### src/rtl/ram512_mover.sv
// ram512_mover - block-transfer engine for a 512 x 16 synchronous RAM port
// (registered read data, write-first-cycle-read-old).
// Executes one command at a time: FILL a region with a constant, COPY a region,
// SUM a region, or (optional) CMP two regions. Regions wrap 0x1FF -> 0x000.
//
// Optional feature macro: RAM512_MOVER_CMP_EN (op 11 = CMP; undefined -> op 11 is illegal)
//
// Ports
//   clk, reset_n          clock, asynchronous active-low reset
//   start, op             command strobe (sampled in IDLE only), opcode
//   src_addr, dst_addr    9-bit region bases
//   len                   word count, legal 1..512
//   fill_data             FILL constant
//   busy, done, error     status; error is valid with the one-cycle done pulse
//   result                SUM total or CMP mismatch count
//   mem_addr/we/wdata     RAM address, write enable, write data
//   mem_rdata             RAM read data (address of the previous cycle)
//
// state    | meaning
// ---------+------------------------------------------------------
// IDLE     | waiting for start
// FILL     | one write per cycle of fill_data
// CP_RD    | COPY: read source word
// CP_WR    | COPY: write the word just read to the destination
// SUM_RD   | SUM: pipelined reads, accumulate previous read
// SUM_LAST | SUM: absorb the final word
// CMP_S    | CMP: read source, compare previous pair
// CMP_D    | CMP: read destination, capture source word
// CMP_LAST | CMP: compare the final pair
// FIN      | done pulse, back to IDLE
module ram512_mover (
  input  logic        clk,
  input  logic        reset_n,
  input  logic        start,
  input  logic [1:0]  op,
  input  logic [8:0]  src_addr,
  input  logic [8:0]  dst_addr,
  input  logic [9:0]  len,
  input  logic [15:0] fill_data,
  output logic        busy,
  output logic        done,
  output logic        error,
  output logic [15:0] result,
  output logic [8:0]  mem_addr,
  output logic        mem_we,
  output logic [15:0] mem_wdata,
  input  logic [15:0] mem_rdata
);

  typedef enum logic [3:0] {
    IDLE, FILL, CP_RD, CP_WR, SUM_RD, SUM_LAST, FIN
`ifdef RAM512_MOVER_CMP_EN
    , CMP_S, CMP_D, CMP_LAST
`endif
  } state_t;

  state_t      state;
  logic [9:0]  cnt;      // words remaining after the current one
  logic [8:0]  ptr_s;
  logic [8:0]  ptr_d;
  logic        first;    // no read data in flight yet
  logic [15:0] wdata_q;
  logic        op_bad;

`ifdef RAM512_MOVER_CMP_EN
  logic [15:0] cap;
  assign op_bad = 1'b0;
`else
  assign op_bad = (op == 2'b11);
`endif

  // COPY writes the word the RAM is presenting this cycle, so that path is combinational.
  assign mem_wdata = (state == CP_WR) ? mem_rdata : wdata_q;

  always_ff @(posedge clk or negedge reset_n) begin
    if (!reset_n) begin
      state    <= IDLE;
      busy     <= 1'b0;
      done     <= 1'b0;
      error    <= 1'b0;
      result   <= 16'h0000;
      mem_addr <= 9'h000;
      mem_we   <= 1'b0;
      wdata_q  <= 16'h0000;
      cnt      <= 10'd0;
      ptr_s    <= 9'h000;
      ptr_d    <= 9'h000;
      first    <= 1'b0;
`ifdef RAM512_MOVER_CMP_EN
      cap      <= 16'h0000;
`endif
    end else begin
      done <= 1'b0;
      case (state)
        IDLE: begin
          if (start) begin
            error  <= 1'b0;
            result <= 16'h0000;
            if (len == 10'd0 || len > 10'd512 || op_bad) begin
              error <= 1'b1;
              done  <= 1'b1;
              state <= FIN;
            end else begin
              busy  <= 1'b1;
              cnt   <= len - 10'd1;
              first <= 1'b1;
              ptr_s <= src_addr + 9'd1;
              ptr_d <= dst_addr + 9'd1;
              case (op)
                2'b00: begin
                  mem_addr <= dst_addr;
                  mem_we   <= 1'b1;
                  wdata_q  <= fill_data;
                  state    <= FILL;
                end
                2'b01: begin
                  mem_addr <= src_addr;
                  ptr_d    <= dst_addr;
                  state    <= CP_RD;
                end
                2'b10: begin
                  mem_addr <= src_addr;
                  state    <= SUM_RD;
                end
`ifdef RAM512_MOVER_CMP_EN
                2'b11: begin
                  mem_addr <= src_addr;
                  ptr_d    <= dst_addr;
                  state    <= CMP_S;
                end
`endif
                default: state <= IDLE;
              endcase
            end
          end
        end
        FILL: begin
          if (cnt == 10'd0) begin
            mem_we  <= 1'b0;
            wdata_q <= 16'h0000;
            busy    <= 1'b0;
            done    <= 1'b1;
            state   <= FIN;
          end else begin
            mem_addr <= ptr_d;
            ptr_d    <= ptr_d + 9'd1;
            cnt      <= cnt - 10'd1;
          end
        end
        CP_RD: begin
          mem_addr <= ptr_d;
          ptr_d    <= ptr_d + 9'd1;
          mem_we   <= 1'b1;
          state    <= CP_WR;
        end
        CP_WR: begin
          mem_we <= 1'b0;
          if (cnt == 10'd0) begin
            busy  <= 1'b0;
            done  <= 1'b1;
            state <= FIN;
          end else begin
            mem_addr <= ptr_s;
            ptr_s    <= ptr_s + 9'd1;
            cnt      <= cnt - 10'd1;
            state    <= CP_RD;
          end
        end
        SUM_RD: begin
          first <= 1'b0;
          if (!first) result <= result + mem_rdata;
          if (cnt == 10'd0) begin
            state <= SUM_LAST;
          end else begin
            mem_addr <= ptr_s;
            ptr_s    <= ptr_s + 9'd1;
            cnt      <= cnt - 10'd1;
          end
        end
        SUM_LAST: begin
          result <= result + mem_rdata;
          busy   <= 1'b0;
          done   <= 1'b1;
          state  <= FIN;
        end
`ifdef RAM512_MOVER_CMP_EN
        CMP_S: begin
          first <= 1'b0;
          if (!first && mem_rdata != cap && result != 16'hFFFF) result <= result + 16'd1;
          mem_addr <= ptr_d;
          ptr_d    <= ptr_d + 9'd1;
          state    <= CMP_D;
        end
        CMP_D: begin
          cap <= mem_rdata;
          if (cnt == 10'd0) begin
            state <= CMP_LAST;
          end else begin
            mem_addr <= ptr_s;
            ptr_s    <= ptr_s + 9'd1;
            cnt      <= cnt - 10'd1;
            state    <= CMP_S;
          end
        end
        CMP_LAST: begin
          if (mem_rdata != cap && result != 16'hFFFF) result <= result + 16'd1;
          busy  <= 1'b0;
          done  <= 1'b1;
          state <= FIN;
        end
`endif
        FIN:     state <= IDLE;
        default: state <= IDLE;
      endcase
    end
  end

endmodule

### config.mk
export PLATFORM = sky130hd
export DESIGN_NAME = ram512_mover
export DESIGN_NICKNAME = d
export VERILOG_FILES = /design/src/rtl/ram512_mover.sv
export SDC_FILE = /design/constraint.sdc
export NUM_CORES = 1
export LEC_CHECK = 0
export ABC_AREA = 1
export ABC_CLOCK_PERIOD_IN_PS = 2500
export CAP_MARGIN = 5
export CORE_ASPECT_RATIO = 2
export CORE_UTILIZATION = 53
export CTS_BUF_LIST = sky130_fd_sc_hd__clkbuf_16
export CTS_CLUSTER_DIAMETER = 30
export CTS_CLUSTER_SIZE = 20
export DETAILED_ROUTE_END_ITERATION = 6
export PLACE_DENSITY = 0.82
export SYNTH_ARGS = -nofsm -noshare
export SYNTH_HDL_FRONTEND = slang
export SYNTH_SLANG_ARGS = --single-unit
export TNS_END_PERCENT = 10
### constraint.sdc
create_clock -name clk -period 2.5 [get_ports clk]
set_input_delay 0.5 -clock clk [delete_from_list [all_inputs] [get_ports clk]]
set_output_delay 0.5 -clock clk [all_outputs]
set_load 0.03 [all_outputs]
# ---- Word level (Yosys, flattened, before mapping)
# Cells that the tools add are included.
dict set report classes {
  n_eq_ne 19
  n_reduce_logical 30
  add_sub_neg 7
  n_mux 48
  n_lt_le_gt_ge 1
}
# op n
set ops {}
lappend ops {{16-bit 2-to-1 mux} 7}
lappend ops {{9-bit 2-to-1 mux} 11}
lappend ops {{16-bit one-hot mux with 3 select lines} 1}
lappend ops {{9-bit by 1-bit adder with 9-bit output, second input constant} 4}
lappend ops {{9-bit one-hot mux with 2 select lines} 2}
lappend ops {{9-bit one-hot mux with 4 select lines} 1}
lappend ops {{16-bit one-hot mux with 2 select lines} 1}
lappend ops {{10-bit 2-to-1 mux} 3}
lappend ops {{9-bit one-hot mux with 3 select lines} 1}
lappend ops {{4-bit one-hot mux with 6 select lines} 1}
lappend ops {{10-bit zero test} 2}
lappend ops {{10-bit one-hot mux with 2 select lines} 1}
lappend ops {{10-bit by 1-bit subtractor with 10-bit output, second input constant} 2}
lappend ops {{16-bit adder} 1}
lappend ops {{2-bit != test, second input constant} 8}
lappend ops {{4-bit AND reduction} 4}
lappend ops {{4-bit 2-to-1 mux} 3}
lappend ops {{10-bit greater-than comparator, second input constant} 1}
lappend ops {{5-bit AND reduction} 2}
lappend ops {{1-bit 2-to-1 mux} 9}
lappend ops {{3-bit one-hot mux with 3 select lines} 1}
lappend ops {{3-bit AND reduction} 3}
lappend ops {{3-bit nonzero test} 3}
lappend ops {{4-bit by 2-bit == test with 1-bit output, second input constant} 2}
lappend ops {{19 further kinds} 31}
dict set report totals {
  regBits 78
  inputBits 65
  word_cells 117
}

# ---- Longest topological paths before layout
# Gate-level depths: netlist of the first run.
dict set report depth {
  ltp_word 6
  depth_mapped 14
  mapped_depth_nobuf 13
}

# ---- Least setup slack after synthesis of the first run
# OpenSTA, ideal clock, no wires.
dict set report synth_path {
  kind {register to output}
  startpoint {reg state[2]}
  endpoint {out mem_wdata[1]}
  path_slack_ns 0.368
  stages_incl_launch_ff 5
  required_time_ns 2.000
  path_buffers 1
  t_arrival_ns 1.632
  cell_sequence {dfrtp_1 > nor2_4 > nand2_4 > clkbuf_1 > o21ai_0}
}
dict set report synth_between {
  elab_chain_cells 2
}
# item line
set synth_lines {}
lappend synth_lines {{start: declaration} 57} ;# state_t state;
lappend synth_lines {{start signal: assignment} 77} ;# state <= IDLE;
lappend synth_lines {{start signal: assignment} 102} ;# state <= FIN;
lappend synth_lines {{start signal: assignment} 114} ;# state <= FILL;
lappend synth_lines {{4-bit by 2-bit == test with 1-bit output} 73} ;# assign mem_wdata = (state == CP_WR) ? mem_rdata : wdata_q;
lappend synth_lines {{16-bit 2-to-1 mux} 73}
lappend synth_lines {{end: declaration} 46} ;# output logic [15:0] mem_wdata,
# No other way between the ends.

# ---- Worst setup path in the final report of the first run
# Same ends and word-level chain as after synthesis.

==> flow_summary_export.csv, run 1 <==
group,metric,value,unit
status,status,"finished, final reports clean",
routing,post_drt_wl_per_cell,14.5,um
placed_design,dp_cells,1075,
setup_path,startpoint_type,"flip-flop",
floorplan,ios,110,
synth,syn_inst,823,
synth,synth_top_cell_by_area,"dfrtp_1",
global_route,met3_usage,5.35,%
global_route,grt_busiest_layer,"met2",
clock_network,cts_tree,"yes",
global_route,global_route.usage.met1,29.9,%
sta,slew_headroom,66.0,%
clock_network,cts.sinks,77,
sta,fin_worst_skew,0.00976,ns
synth,yosysTopAreaCellShare,34.0,%
setup_path,required,2.00,ns
synth,synth-seq-cells,77,
setup_path,cp_max_fo,18,
synth,async_flop_share,100,%
global_route,grt_use_total,30.7,%
routing,drt-initial-drc-count,339,
pwr,ir_worst_vdd,940,uV
placed_design,dpl.hpwl,12300,um
routing,dr.pass1.iters,5,
clock_network,cts_buffers,9,
clock_network,postCtsSetupBuffers,0,
routing,wl,15800,um
global_route,antenna_found_initial,0,
global_route,grt_first_pass_wirelength,25900,um
worst_hold_path,min_path_type,"in -> async",
global_route,grt_pass1_vias,5783,
clock_network,hold_buffers,0,
clock_network,cts_root_buf,"clkbuf_16",
layout,drive_above_1_share,11.7,%
synth,yosysSeqAreaShare,34.0,%
layout,n_fill_cell,929,
layout,fin_cells,1091,
global_route,grt_util_met2,58.3,%
synth,syn_area,5670,sq um
routing,post-route-drc-count,0,
setup_path,worstSetupPathType,"reg -> out",
floorplan,die_area,11100,sq um
clock_network,cts_buffer_depth,2,
floorplan,die_x,75.1,um
routing,vias,5802,
setup_path,r2r_end,"cnt[4]",
synth,avgSynthCellArea,6.88,sq um
synth,yosysWarnings,0,
setup_path,cp-startpoint,"state[2]",
synth,netlist-cell-type-count,42,
job,max_cap_violations,0,
setup_path,endpoint,"mem_wdata[1]",
sta,min_period,2.34,ns
floorplan,start_util,54.1,%
synth,syn_nets,913,
setup_path,ff2ff_setup_slack,0.33,ns
clock_network,clkTransAtPathRegs,0.06,ns
placed_design,gp_congestion,0.906,
synth,ys.flop_type,"dfrtp_1",
global_route,grt_max_degree,42,
setup_path,cp.arrival,1.84,ns
floorplan,core,10500,sq um
setup_path,worst_r2r_path_depth,11,
layout,layout.nets,1039,
clock_network,cts_max_level,3,
placed_design,portBuffers,109,
layout,syn_to_final_growth,28.8,%
floorplan,die_h,148,um
routing,viasPerCell,5.32,
sta,fmax,427,MHz
layout,diodes,0,
floorplan,rows,53,
sta,rsz0062_at_grt,"no",
sta,tightest_slew,0.510,ns
placed_design,dpl_cell_area,6980,sq um
sta,hold_viol,0,
pwr,powerDensity,1380,nW/um^2
synth,synth-edff-count,0,
sta,finalCritPeriodShare,93.7,%
layout,final_area,7300,sq um
routing,postRouteAntennaNets,0,
sta,setup_viol,0,
sta,finalMaxSlewViolations,0,
global_route,grt.overflow.total,0,
setup_path,endpoint_kind,"primary output",
clock_network,cts_resized,0,
synth,synth_area_leaders,"dfrtp_1, nand2_1, ha_1, o21ai_0, nand3_1",
setup_path,r2r_start,"state[1]",
pwr,p_leak,3.70,nW
clock_network,insertion_delay,0.34,ns
[per-layer routing]
| metal | vias up | share of wire [%] |
|---|---|---|
| li1 | 2900 | - |
| met1 | 2698 | 36 |
| met2 | 160 | 56 |
| met3 | 44 | 3.7 |
| met4 | 0 | 4.1 |
| met5 | - | 0 |
[synth_stat cells, types with 7 or more instances]
cell type / number
a21oi_1: 25
nand2_2: 22
o211ai_1: 12
nand3_1: 54
nor2_1: 49
nor2_2: 10
ha_1: 24
buf_2: 7
dfrtp_1: 77
o21ai_1: 15
o21ai_0: 57
nand2_1: 308
nand3b_1: 12
inv_1: 71
xor2_1: 12
[report_power, final]
part / internal (W) / switching, W
Sequential: 0.00186 / 0.000423
Clock: 0.000869 / 0.000544
Combinational: 0.00235 / 0.00401
[cell type report]
| cell class | count | area (sq um) | area share, % |
|---|---|---|---|
| Multi-Input combinational cell | 648 | 3300 | 45.2 |
| Tap cell | 137 | 171 | 2.35 |
| Sequential cell | 77 | 1930 | 26.4 |
| Clock inverter | 7 | 91.3 | 1.25 |
| Timing Repair Buffer | 137 | 1300 | 17.8 |
| Clock buffer | 9 | 225 | 3.09 |
| Inverter | 76 | 285 | 3.91 |
[critical path: stages, from the launching register on]
cell,delay (ns)
dfrtp_1,0.49
nor2_4,0.25
nand2_4,0.15
buf_4,0.25
o21ai_0,0.16
buf_4,0.19
[cells in the final DEF, fill, tap and decap left out, types with 3 or more instances in the layout]
cell	count
nor2_4	4
a21o_1	3
o21ai_1	15
nand4_1	5
a21oi_1	25
buf_4	42
nor3_1	3
o211ai_1	12
nand3b_1	12
o31ai_1	3
nand2_2	22
inv_2	5
clkinvlp_4	3
o21bai_1	3
clkdlybuf4s50_1	92
nand2_1	308
clkbuf_16	9
nand2_4	6
xnor2_1	4
nand3_1	54
o21ai_0	57
ha_1	24
dfrtp_1	77
inv_1	72
nor2_1	49
xor2_1	12
buf_12	3
nor2_2	10
[kinds of logic after synthesis]
logic type / share of synthesized area [%]
fa+ha+maj: 5.65
simple gates: 37.7
xor+xnor: 2.47
compound gates: 12.4
buf+inv: 7.75
flops: 34.0
[worst min path at each step]
stage | start | to | depth (start not counted)
5_1_grt | reset_n | result[1] | 1
6_report | reset_n | result[1] | 1
3_5_place_dp | cnt[7] | cnt[7] | 2
4_1_cts | reset_n | result[1] | 1
3_3_place_gp | wdata_q[5] | wdata_q[5] | 2
2_1_floorplan | reset_n | busy | 0
[per-stage QoR]
| stage | util [%] | TNS, ns | setup slack, ns | power, W | hold WS (ns) |
|---|---|---|---|---|---|
| floorplan | - | 0 | 0.368 | 0.00671 | 0.204 |
| global placement | 66.6 | -0.0203 | -0.0203 | 0.00849 | 0.468 |
| detailed placement | 66.6 | -0.0344 | -0.0344 | 0.00861 | 0.471 |
| CTS | 69.6 | 0 | 0.161 | 0.0100 | 0.143 |
| global route | 69.6 | 0 | 0.0263 | 0.0109 | 0.164 |
| finish | 69.6 | 0 | 0.157 | 0.0100 | 0.124 |
[sequential cells by signal (all words and copies together) (netlist names)]
register / flops
busy: 1
error: 1
done: 1
result: 16
mem_we: 1
first: 1
ptr_s: 9
mem_addr: 9
state: 3
wdata_q: 16
cnt: 10
ptr_d: 9
Power figures use the tool's default switching activity.
==> run 2, diff against run 1 <==
- ABC_AREA: 1 -> not set
==> flow_summary_export.csv, run 2 <==
group,metric,value,unit
routing,postRouteAntennaNets,0,
synth,async_flop_share,100,%
sta,finalCritPeriodShare,99.0,%
pwr,p_sw_share,46.6,%
layout,layout.nets,939,
layout,reg_top3,"result x16, wdata_q x16, cnt x10",
synth,ys.flop_type,"dfrtp_1",
synth,synth-adder-area-share,5.81,%
floorplan,core,10100,sq um
floorplan,die_area,10800,sq um
layout,syn_to_final_growth,44.3,%
synth,syn_nets,741,
routing,dr.pass1.iters,6,
global_route,grt_first_pass_wirelength,31100,um
sta,worst_hold_slack,0.125,ns
clock_network,hold_buffers,0,
synth,syn_area,5520,sq um
clock_network,cts_max_level,3,
setup_path,worstSetupPathType,"reg -> reg",
clock_network,cts_tree,"yes",
synth,synth_top_cell_by_area,"dfrtp_1",
synth,syn_inst,651,
layout,layout_common_cells,"buf_4, nand2_1, clkdlybuf4s50_1, dfrtp_1, o21ai_0",
routing,post_drt_wl_per_cell,20.1,um
synth,synth_top_family_by_area,"compound AO/OA/AOI/OAI gates",
setup_path,endpoint_kind,"flip-flop",
pwr,pwr-share-clk,12.7,%
clock_network,insertion_delay,0.35,ns
sta,slew_headroom,60.5,%
layout,multi_input_area,3560,sq um
setup_path,startpoint_type,"flip-flop",
synth,synth_compound_area_share,22.7,%
floorplan,rows,52,
synth,yosysTopAreaCellShare,34.9,%
status,status,"finished, final reports clean",
placed_design,dpl.hpwl,14500,um
pwr,internal_power,0.00535,W
pwr,p_switching,0.00467,W
sta,finalMaxSlewViolations,0,
synth,yosysSeqAreaShare,34.9,%
setup_path,worst_r2r_path_depth,9,
floorplan,die_h,146,um
global_route,grt_pass1_vias,6445,
synth,avgSynthCellArea,8.47,sq um
placed_design,dp_cells,969,
floorplan,ios,110,
placed_design,portBuffers,109,
global_route,antenna_found_initial,1,
layout,fin_cells,989,
layout,n_fill_cell,711,
layout,diodes,0,
pwr,power_frac_seq,23.6,%
setup_path,crit_family,"simple AND/OR/NAND/NOR gates",
pwr,p_leak,3.61,nW
layout,layout_commonest_cell,"buf_4",
setup_path,path_buf_inv,0,
floorplan,die_x,74.1,um
clock_network,cts.sinks,77,
pwr,power_frac_comb,63.6,%
layout,drive_above_1_share,22.5,%
setup_path,max_stage_delay,0.47,ns
synth,synth_area_leaders,"dfrtp_1, nand2_1, ha_1, o21ai_0, a21oi_1",
synth,netlist-cell-type-count,70,
global_route,grt_use_total,38.3,%
sta,tightest_slew,0.590,ns
routing,vias,6245,
clock_network,cts_root_buf,"clkbuf_16",
routing,wl,19900,um
synth,synth_common_cells,"nand2_1, dfrtp_1, o21ai_0, a21oi_1, nor2_1",
worst_hold_path,min_path_type,"in -> async",
global_route,grt_max_degree,41,
clock_network,clkTransAtPathRegs,0.06,ns
setup_path,required,2.72,ns
routing,post-route-drc-count,0,
sta,hold_viol,0,
clock_network,cts_buffer_depth,2,
sta,min_period,2.47,ns
synth,synthMuxAreaShare,7.33,%
setup_path,cp.depth,9,
global_route,grt.overflow.total,0,
synth,synthXorXnorAreaFrac,3.81,%
setup_path,worstPathCellList,"or3b_4, nand2_4, mux2i_2, ha_2, o21ai_0, nand2b_1, mux2_2, o21ai_0, o21ai_1",
placed_design,gp_congestion,0.916,
setup_path,cp_max_fo,6,
sta,fin_worst_skew,0.00943,ns
floorplan,start_util,54.4,%
setup_path,cp.arrival,2.69,ns
routing,drt-initial-drc-count,514,
pwr,ir_worst_vdd,854,uV
job,max_cap_violations,0,
setup_path,slowest_stage,"or3b_4",
clock_network,cts_buffers,9,
routing,viasPerCell,6.31,
setup_path,path_common_cell,"o21ai_0",
layout,ff_latch_area,1930,sq um
synth,synth-simple-area-share,21.7,%
sta,fmax,404,MHz
synth,yosysWarnings,0,
synth,yosysMostFrequentCell,"nand2_1",
sta,setup_viol,0,
pwr,powerDensity,1260,nW/um^2
synth,synth-seq-cells,77,
synth,synth-edff-count,0,
[run 2: worst paths after layout]
path | start | endpoint | slack, ns
hold / removal | reset_n | result[7] | 0.13
hold reg to reg | wdata_q[4] | wdata_q[4] | 0.50
max in group asynchronous | reset_n | state[2] | 1.74
setup reg to reg | state[0] | cnt[8] | 0.03
setup / recovery | state[0] | cnt[8] | 0.03
min in group clk | wdata_q[4] | wdata_q[4] | 0.50
[run 2: power by group through the flow]
stage | clock network [W] | logic (W) | registers (W)
global route | 0.00135 | 0.00690 | 0.00241
CTS | 0.00129 | 0.00609 | 0.00233
floorplan | 0 | 0.00350 | 0.00252
finish | 0.00128 | 0.00638 | 0.00237
detailed placement | 0 | 0.00608 | 0.00233
global placement | 0 | 0.00584 | 0.00231
[run 2: metal layers]
metal / track usage, % / part of all wire (%) / up-vias
met5: 0 / 0.065 / -
met1: 35.5 / 32 / 3018
met2: 66.9 / 54 / 320
li1: - / - / 2776
met3: 10.7 / 5.6 / 129
met4: 29.2 / 8.1 / 2
[run 2: kinds of logic (layout without fill, tap and decap cells)]
logic type                 after synthesis  after routing
muxes                                   38             38
xor gates and xnor gates                24             24
adders and majority gates               25             25
buffers and inverters                   47            250
AOI/OAI and AO/OA                      195            195
DFF                                     77             77
and+or+nand+nor                        245            245
[run 2: final cells by class]
cell class / count / share of cell area [%]
repair buffers: 217 / 24.5
clock buffers: 9 / 2.83
inverters: 17 / 0.802
well taps: 135 / 2.12
clock inverters: 7 / 0.739
multi-input cells: 527 / 44.8
flip-flops and latches: 77 / 24.2
[run 2: worst reg2reg max path, delay by kind of cell, from the launching register on]
| family | cells | cell delay (ns) |
|---|---|---|
| compound gates | 3 | 0.39 |
| fa+ha+maj | 1 | 0.22 |
| flops | 1 | 0.44 |
| mux | 2 | 0.55 |
| simple gates | 3 | 0.76 |
[run 2: repair_timing]
action,CTS,global route
buffers inserted,0,4
setup endpoints to repair,67,58
pin swaps,3,11
endpoints found under the hold margin,0,0
resized for setup,32,40
[run 2: stage by stage]
stage	cell area, sq um	setup TNS (ns)	total power, W	setup slack [ns]	util, %
global placement	7470	-24.03	0.00814	-0.455	73.6
floorplan	5540	-0.0348	0.00603	-0.0200	-
finish	7960	0	0.0100	0.0255	78.4
CTS	7790	-0.0538	0.00971	-0.0325	76.8
global route	7960	-0.132	0.0107	-0.0322	78.4
detailed placement	7470	-27.01	0.00841	-0.501	73.6
==> run 3, diff against run 2 <==
- GPL_TIMING_DRIVEN: not set -> 0
==> flow_summary_export.csv, run 3 (same netlist as run 2, synthesis figures left out) <==
group,metric,value,unit
floorplan,rows,52,
routing,viasPerCell,6.52,
pwr,p_leak,3.35,nW
layout,drive_above_1_share,20.2,%
layout,reg_top3,"result x16, wdata_q x16, cnt x10",
sta,fmax,382,MHz
sta,slew_headroom,54.2,%
pwr,total_power,0.0103,W
status,violations,"setup timing",
setup_path,startpoint_type,"flip-flop",
routing,postRouteAntennaNets,0,
clock_network,cts_max_level,3,
routing,post_drt_wl_per_cell,21.3,um
pwr,ir_worst_vdd,925,uV
routing,dr.max_layer_used,"met4",
floorplan,die_area,10800,sq um
pwr,p_sw_share,47.5,%
clock_network,cts_buffers,9,
routing,dr.pass1.iters,5,
pwr,internal_power,0.00543,W
sta,tightest_slew,0.682,ns
sta,min_period,2.62,ns
setup_path,required,2.72,ns
sta,fin_worst_skew,0.00595,ns
status,status,"finished with violations",
clock_network,cts.sinks,77,
clock_network,cts_tree,"yes",
global_route,grt.overflow.total,0,
floorplan,ios,110,
setup_path,endpoint_kind,"flip-flop",
pwr,pwr-share-clk,13.4,%
setup_path,cp_max_fo,10,
sta,hold_viol,0,
layout,final_area,7760,sq um
floorplan,core,10100,sq um
global_route,grt_max_degree,67,
sta,setup_viol,16,
routing,drt-initial-drc-count,456,
layout,layout_common_cells,"clkdlybuf4s50_1, nand2_1, dfrtp_1, o21ai_0, nor2_1",
layout,syn_to_final_growth,40.8,%
routing,post-route-drc-count,0,
pwr,p_switching,0.00491,W
sta,finalCritPeriodShare,105,%
pwr,power_frac_comb,63.4,%
sta,finalMaxSlewViolations,0,
placed_design,dpl_cell_area,6830,sq um
routing,wirelength_met1,6530,um
global_route,grt_use_total,35.5,%
sta,rsz0062_at_grt,"yes",
job,max_cap_violations,0,
sta,worst_hold_slack,0.486,ns
floorplan,die_h,146,um
layout,postLayoutCoreUtil,76.5,%
routing,wl_met3,1210,um
routing,wl_met2,10800,um
floorplan,start_util,54.4,%
global_route,antenna_found_initial,0,
setup_path,worstSetupPathType,"reg -> reg",
clock_network,cts_root_buf,"clkbuf_16",
clock_network,cts_buffer_depth,2,
placed_design,portBuffers,109,
global_route,grt_first_pass_wirelength,29200,um
setup_path,cp.arrival,2.84,ns
floorplan,die_x,74.1,um
layout,layout.nets,897,
routing,wl,20100,um
sta,setup_slack,-0.118,ns
placed_design,gp_congestion,0.972,
clock_network,insertion_delay,0.35,ns
layout,diodes,0,
placed_design,dpl.hpwl,13400,um
layout,layout_commonest_cell,"clkdlybuf4s50_1",
pwr,power_frac_seq,23.2,%
clock_network,clkTransAtPathRegs,0.06,ns
global_route,grt_pass1_vias,6144,
pwr,powerDensity,1330,nW/um^2
worst_hold_path,min_path_type,"in -> reg",
routing,vias,6172,
-- run 3: area by class of cell --
class,count,area [sq um]
Buffer,27,225
Clock buffer,9,225
Clock inverter,6,78.8
Fill cell,703,2380
Inverter,17,63.8
Multi-Input combinational cell,527,3690
Sequential cell,77,1930
Tap cell,135,169
Timing Repair Buffer,148,1380
-- run 3: worst max-delay path, cell delays in order, from the launching register on --
cell,delay [ns]
dfrtp_2,0.42
buf_4,0.15
clkbuf_16,0.14
nand2b_1,0.21
nand2_4,0.16
buf_12,0.15
mux2i_4,0.26
ha_4,0.18
o21ai_2,0.09
nand2b_4,0.17
mux2_2,0.28
o21ai_0,0.17
o21ai_1,0.11
-- run 3: worst paths after layout --
path                        startpoint           to  slack [ns]  cells after the start
setup reg to reg              state[2]       cnt[8]       -0.12                     12
min in group asynchronous      reset_n   wdata_q[6]        0.54                      2
hold reg to reg            wdata_q[10]  wdata_q[10]        0.50                      2
max in group asynchronous      reset_n     state[2]        1.34                      3
hold / removal                  len[5]       cnt[5]        0.49                      3
setup / recovery              state[2]       cnt[8]       -0.12                     12
-- run 3: timing repair --
item | in CTS | in global routing
resized for setup | 135 | 58
buffers inserted | 10 | 25
pin swaps | 13 | 21
setup endpoints to repair | 79 | 64
cloned | 1 | 1
hold buffers | 0 | 1
hold endpoints to repair | 0 | 5
-- run 3: power by group through the flow --
stage | clock [W] | combinational, W | sequential, W
floorplan | 0 | 0.00350 | 0.00252
global placement | 0 | 0.00535 | 0.00231
detailed placement | 0 | 0.00553 | 0.00234
CTS | 0.00138 | 0.00587 | 0.00233
global route | 0.00144 | 0.00698 | 0.00243
finish | 0.00139 | 0.00655 | 0.00240
-- run 3: per-layer routing --
layer  up-vias  GRT usage, %
met5         -             0
met3       132          7.18
li1       2699             -
met2       374          63.4
met4         0          27.1
met1      2967          33.5
-- run 3: stage by stage --
stage / cells / setup slack, ns / setup TNS, ns
detailed placement: 896 / -0.952 / -49.21
global route: 946 / -0.178 / -3.07
CTS: 921 / -0.0831 / -1.07
global placement: 895 / -1.88 / -188.98
finish: 946 / -0.118 / -0.775
floorplan: 651 / -0.0200 / -0.0348
==> patch (settings of run 3) <==
The option `RAM512_MOVER_CMP_EN` is turned on by a define.
--- a/src/rtl/ram512_mover.sv
+++ b/src/rtl/ram512_mover.sv
@@ -29,4 +29,6 @@
 // CMP_LAST | CMP: compare the final pair
 // FIN      | done pulse, back to IDLE
+`define RAM512_MOVER_CMP_EN
+
 module ram512_mover (
   input  logic        clk,
Function: changed (a bounded check fails within 4 cycles, from zero or initial values and one cycle with reset_n low).
==> patch against run 3 <==
  * The run still ends with setup timing left
  * Total power rose by 35%
  * Sequential power is 23% higher
  * Final area is 23% higher
  * Area after synthesis rose by 21%
  * Sequential cell count rose by 17
  * Sequential share of layout area is 0.18 points lower
  * Core utilization grew 1.3 points
  * Critical endpoint is now result[10]$_DFFE_PN0P_
  * Wire length increased by 16%
  * First-iteration DRC count rose by 16%
  * Largest power group unchanged
  * Critical path depth is 2 higher
  * Worst setup slack lost 0.46 ns
==> patch: results (changes against run 3) <==
- VDD IR max: 0.0009189 V (was 0.0009254 V)
- Clock slew at reported path FFs: 0.07 ns
- Non-filler cells, final: 1098 (was 946)
- Commonest cells in the synthesized netlist: nand2_1, dfrtp_1, o21ai_0 (unchanged)
- Vias in the first global route: 6800 (was 6144)
- Drt drc: 0 (unchanged)
- Worst setup slack after layout: -0.5735 ns (was -0.1182 ns)
- Worst slew margin: 44.80% (was 54.21%)
- Min-Delay Path Class: in2async (was in2reg)
- All-Layer GR Usage: 32.90% (was 35.52%)
- First-pass GRT wire length: 32710 um (was 29190 um)
- Drt first pass iters: 6 (was 5)
- Fraction of registers with async set/reset: 100.0% (unchanged)
- P_leak: 3.980 nW (was 3.353 nW)
- CP max stage cell: dfrtp_1 (was dfrtp_2)
- Post-DP HPWL: 15400 um (was 13420 um)
- Avg Cell Area, Syn: 8.645 um2 (was 8.474 um2)
- Crit Path Max Fanout: 8 (was 10)
- Post-synth cell types: 74 (was 70)
- NumNets Final: 1036 (was 897)
- Pin count of the biggest net entering global routing: 67 (unchanged)
- Worst Reg-to-Reg Cells: 14 (was 12)
- Proportion of layout cells with a drive suffix above 1: 28.92% (was 20.22%)
- Violated checks: setup timing (unchanged)
- CP Launch Point: state[1]$_DFFE_PN0P_ (was state[2]$_DFFE_PN0P_)
- Synthesis Warnings: 0 (unchanged)
- Number of port buffers: 108 (was 109)
- Clock Sinks: 94 (was 77)
- Status: complete, but fails checks (unchanged)
- Predominant post-synthesis flop cell: dfrtp_1 (unchanged)
- Area contributors post-synth: dfrtp_1, mux2_2, nand2_1, o21ai_0, ha_1 (was dfrtp_1, nand2_1, ha_1, o21ai_0, a21oi_1)
- Setup Crit Path Kind: reg2reg (unchanged)
- Routed len/inst: 21.29 um (about the same)
- Clock Latency Late Sink: 0.35 ns (about the same)
- 1st-iter DRT viols: 527 (was 456)
- Post-synthesis sequential area ratio: 35.11% (was 34.93%)
- Critical Path AT: 3.30 ns (was 2.84 ns)
- Clk buf depth: 2 (unchanged)
- Final GP Congestion: 0.9827 (was 0.9715)
- # hold bufs at CTS: 0 (unchanged)
- Leading registers by flop count: cap: 16 flops, result: 16 flops, wdata_q: 16 flops (was result: 16 flops, wdata_q: 16 flops, cnt: 10 flops)
- Antenna violation net count after detailed routing: 0 (unchanged)
- Worst reg2reg setup slack: -0.57 ns (was -0.12 ns)
- R2R Path End: result[10]$_DFFE_PN0P_ (was cnt[8]$_DFFE_PN0P_)
- Clock root buffer: clkbuf_16 (unchanged)
- Routed vias/inst: 6.454 (was 6.524)
- Initial antenna violation count: 0 (unchanged)
- H-tree Lvls: 3 (unchanged)
- Total CTS buffers: 9 (unchanged)
- Max incr delay on CP: 0.43 ns
- Final Skew: 0.01027 ns (was 0.005953 ns)
- Placed cell area: 8125 um2 (was 6828 um2)
- Diode count: 0 (unchanged)
- Synthesized Nets: 864 (was 741)
- Setup-failing EPs final: 80 (was 16)
[patch: cell types whose count changed in the layout (fill, tap and decap cells not counted), sizes merged, moves of 16 or more]
| cell | change |
|---|---|
| xnor2 | +23 |
| mux2 | +25 |
| dfrtp | +17 |
| buf | +16 |
| nand2 | +33 |
[patch: power breakdown]
part           internal, mW  switching, mW  leakage (nW)
combinational          4.30           5.29          2.68
sequential             2.25          0.693          1.16
clock                 0.769          0.620         0.139
[patch: how the worst min path moves through the flow]
stage	startpoint	end	slack, ns	cells after the start
2_1_floorplan	reset_n	busy$_DFFE_PN0P_	0.20	0
3_3_place_gp	wdata_q[14]$_DFFE_PN0P_	wdata_q[14]$_DFFE_PN0P_	0.46	2
3_5_place_dp	reset_n	result[2]$_DFFE_PN0P_	0.46	1
4_1_cts	reset_n	result[2]$_DFFE_PN0P_	0.09	1
5_1_grt	reset_n	result[4]$_DFFE_PN0P_	0.11	1
6_report	reset_n	result[2]$_DFFE_PN0P_	0.08	1
[patch: cell type report]
type | instances | area [um2]
multi-input cells | 624 | 4783
fillers | 815 | 2725
flip-flops and latches | 94 | 2354
repair buffers | 162 | 1524
plain buffers | 39 | 342.8
clock buffers | 9 | 225.2
well taps | 147 | 183.9
inverters | 17 | 66.31
clock inverters | 6 | 62.56
[patch: what timing repair did]
item,in CTS,in global routing
endpoints found under the setup margin,85,91
resized for setup,128,115
buffers inserted,19,33
pin swaps,21,42
cloned,0,1
[patch: kinds of logic (layout without fill, tap and decap cells)]
family / count (synthesis) / count (layout) / synth area share [%]
multiplexers: 59 / 59 / 9.823
AND/OR/NAND/NOR: 269 / 269 / 19.37
flip-flops: 94 / 94 / 35.11
AO/OA/AOI/OAI: 233 / 233 / 22.37
XOR/XNOR: 38 / 38 / 4.967
adder cells (fa/ha/maj): 25 / 25 / 4.743
buffers and inverters: 57 / 233 / 3.623
[patch: critical path: cells and delay by family (launching register included)]
family | cells | cell delay, ns
buffers and inverters | 1 | 0.15
adders and majority gates | 1 | 0.23
DFF | 1 | 0.43
and+or+nand+nor | 6 | 0.90
AOI/OAI and AO/OA | 6 | 1.25
[patch: per-stage QoR]
stage                     TNS, ns  total power [mW]  utilization, %  worst slack (ns)
after floorplan            -4.825             8.114               -           -0.2923
after global placement    -303.76             10.22           66.03            -2.680
after detailed placement   -54.35             10.36           66.24           -0.9993
after CTS                  -11.92             12.26           71.97           -0.4722
after global routing       -25.77             14.68           77.78           -0.6371
final                      -18.43             13.92           77.78           -0.5735
[patch: routing by layer]
metal  track usage, %  part of all wire [%]  up-vias  wire [um]
li1                 -                     -     3172          -
met1            31.71                    34     3438       7913
met2            59.85                    56      367      12990
met3            6.045                   5.0      109       1178
met4            22.81                   5.5        0       1289
met5                0                     0        -          0
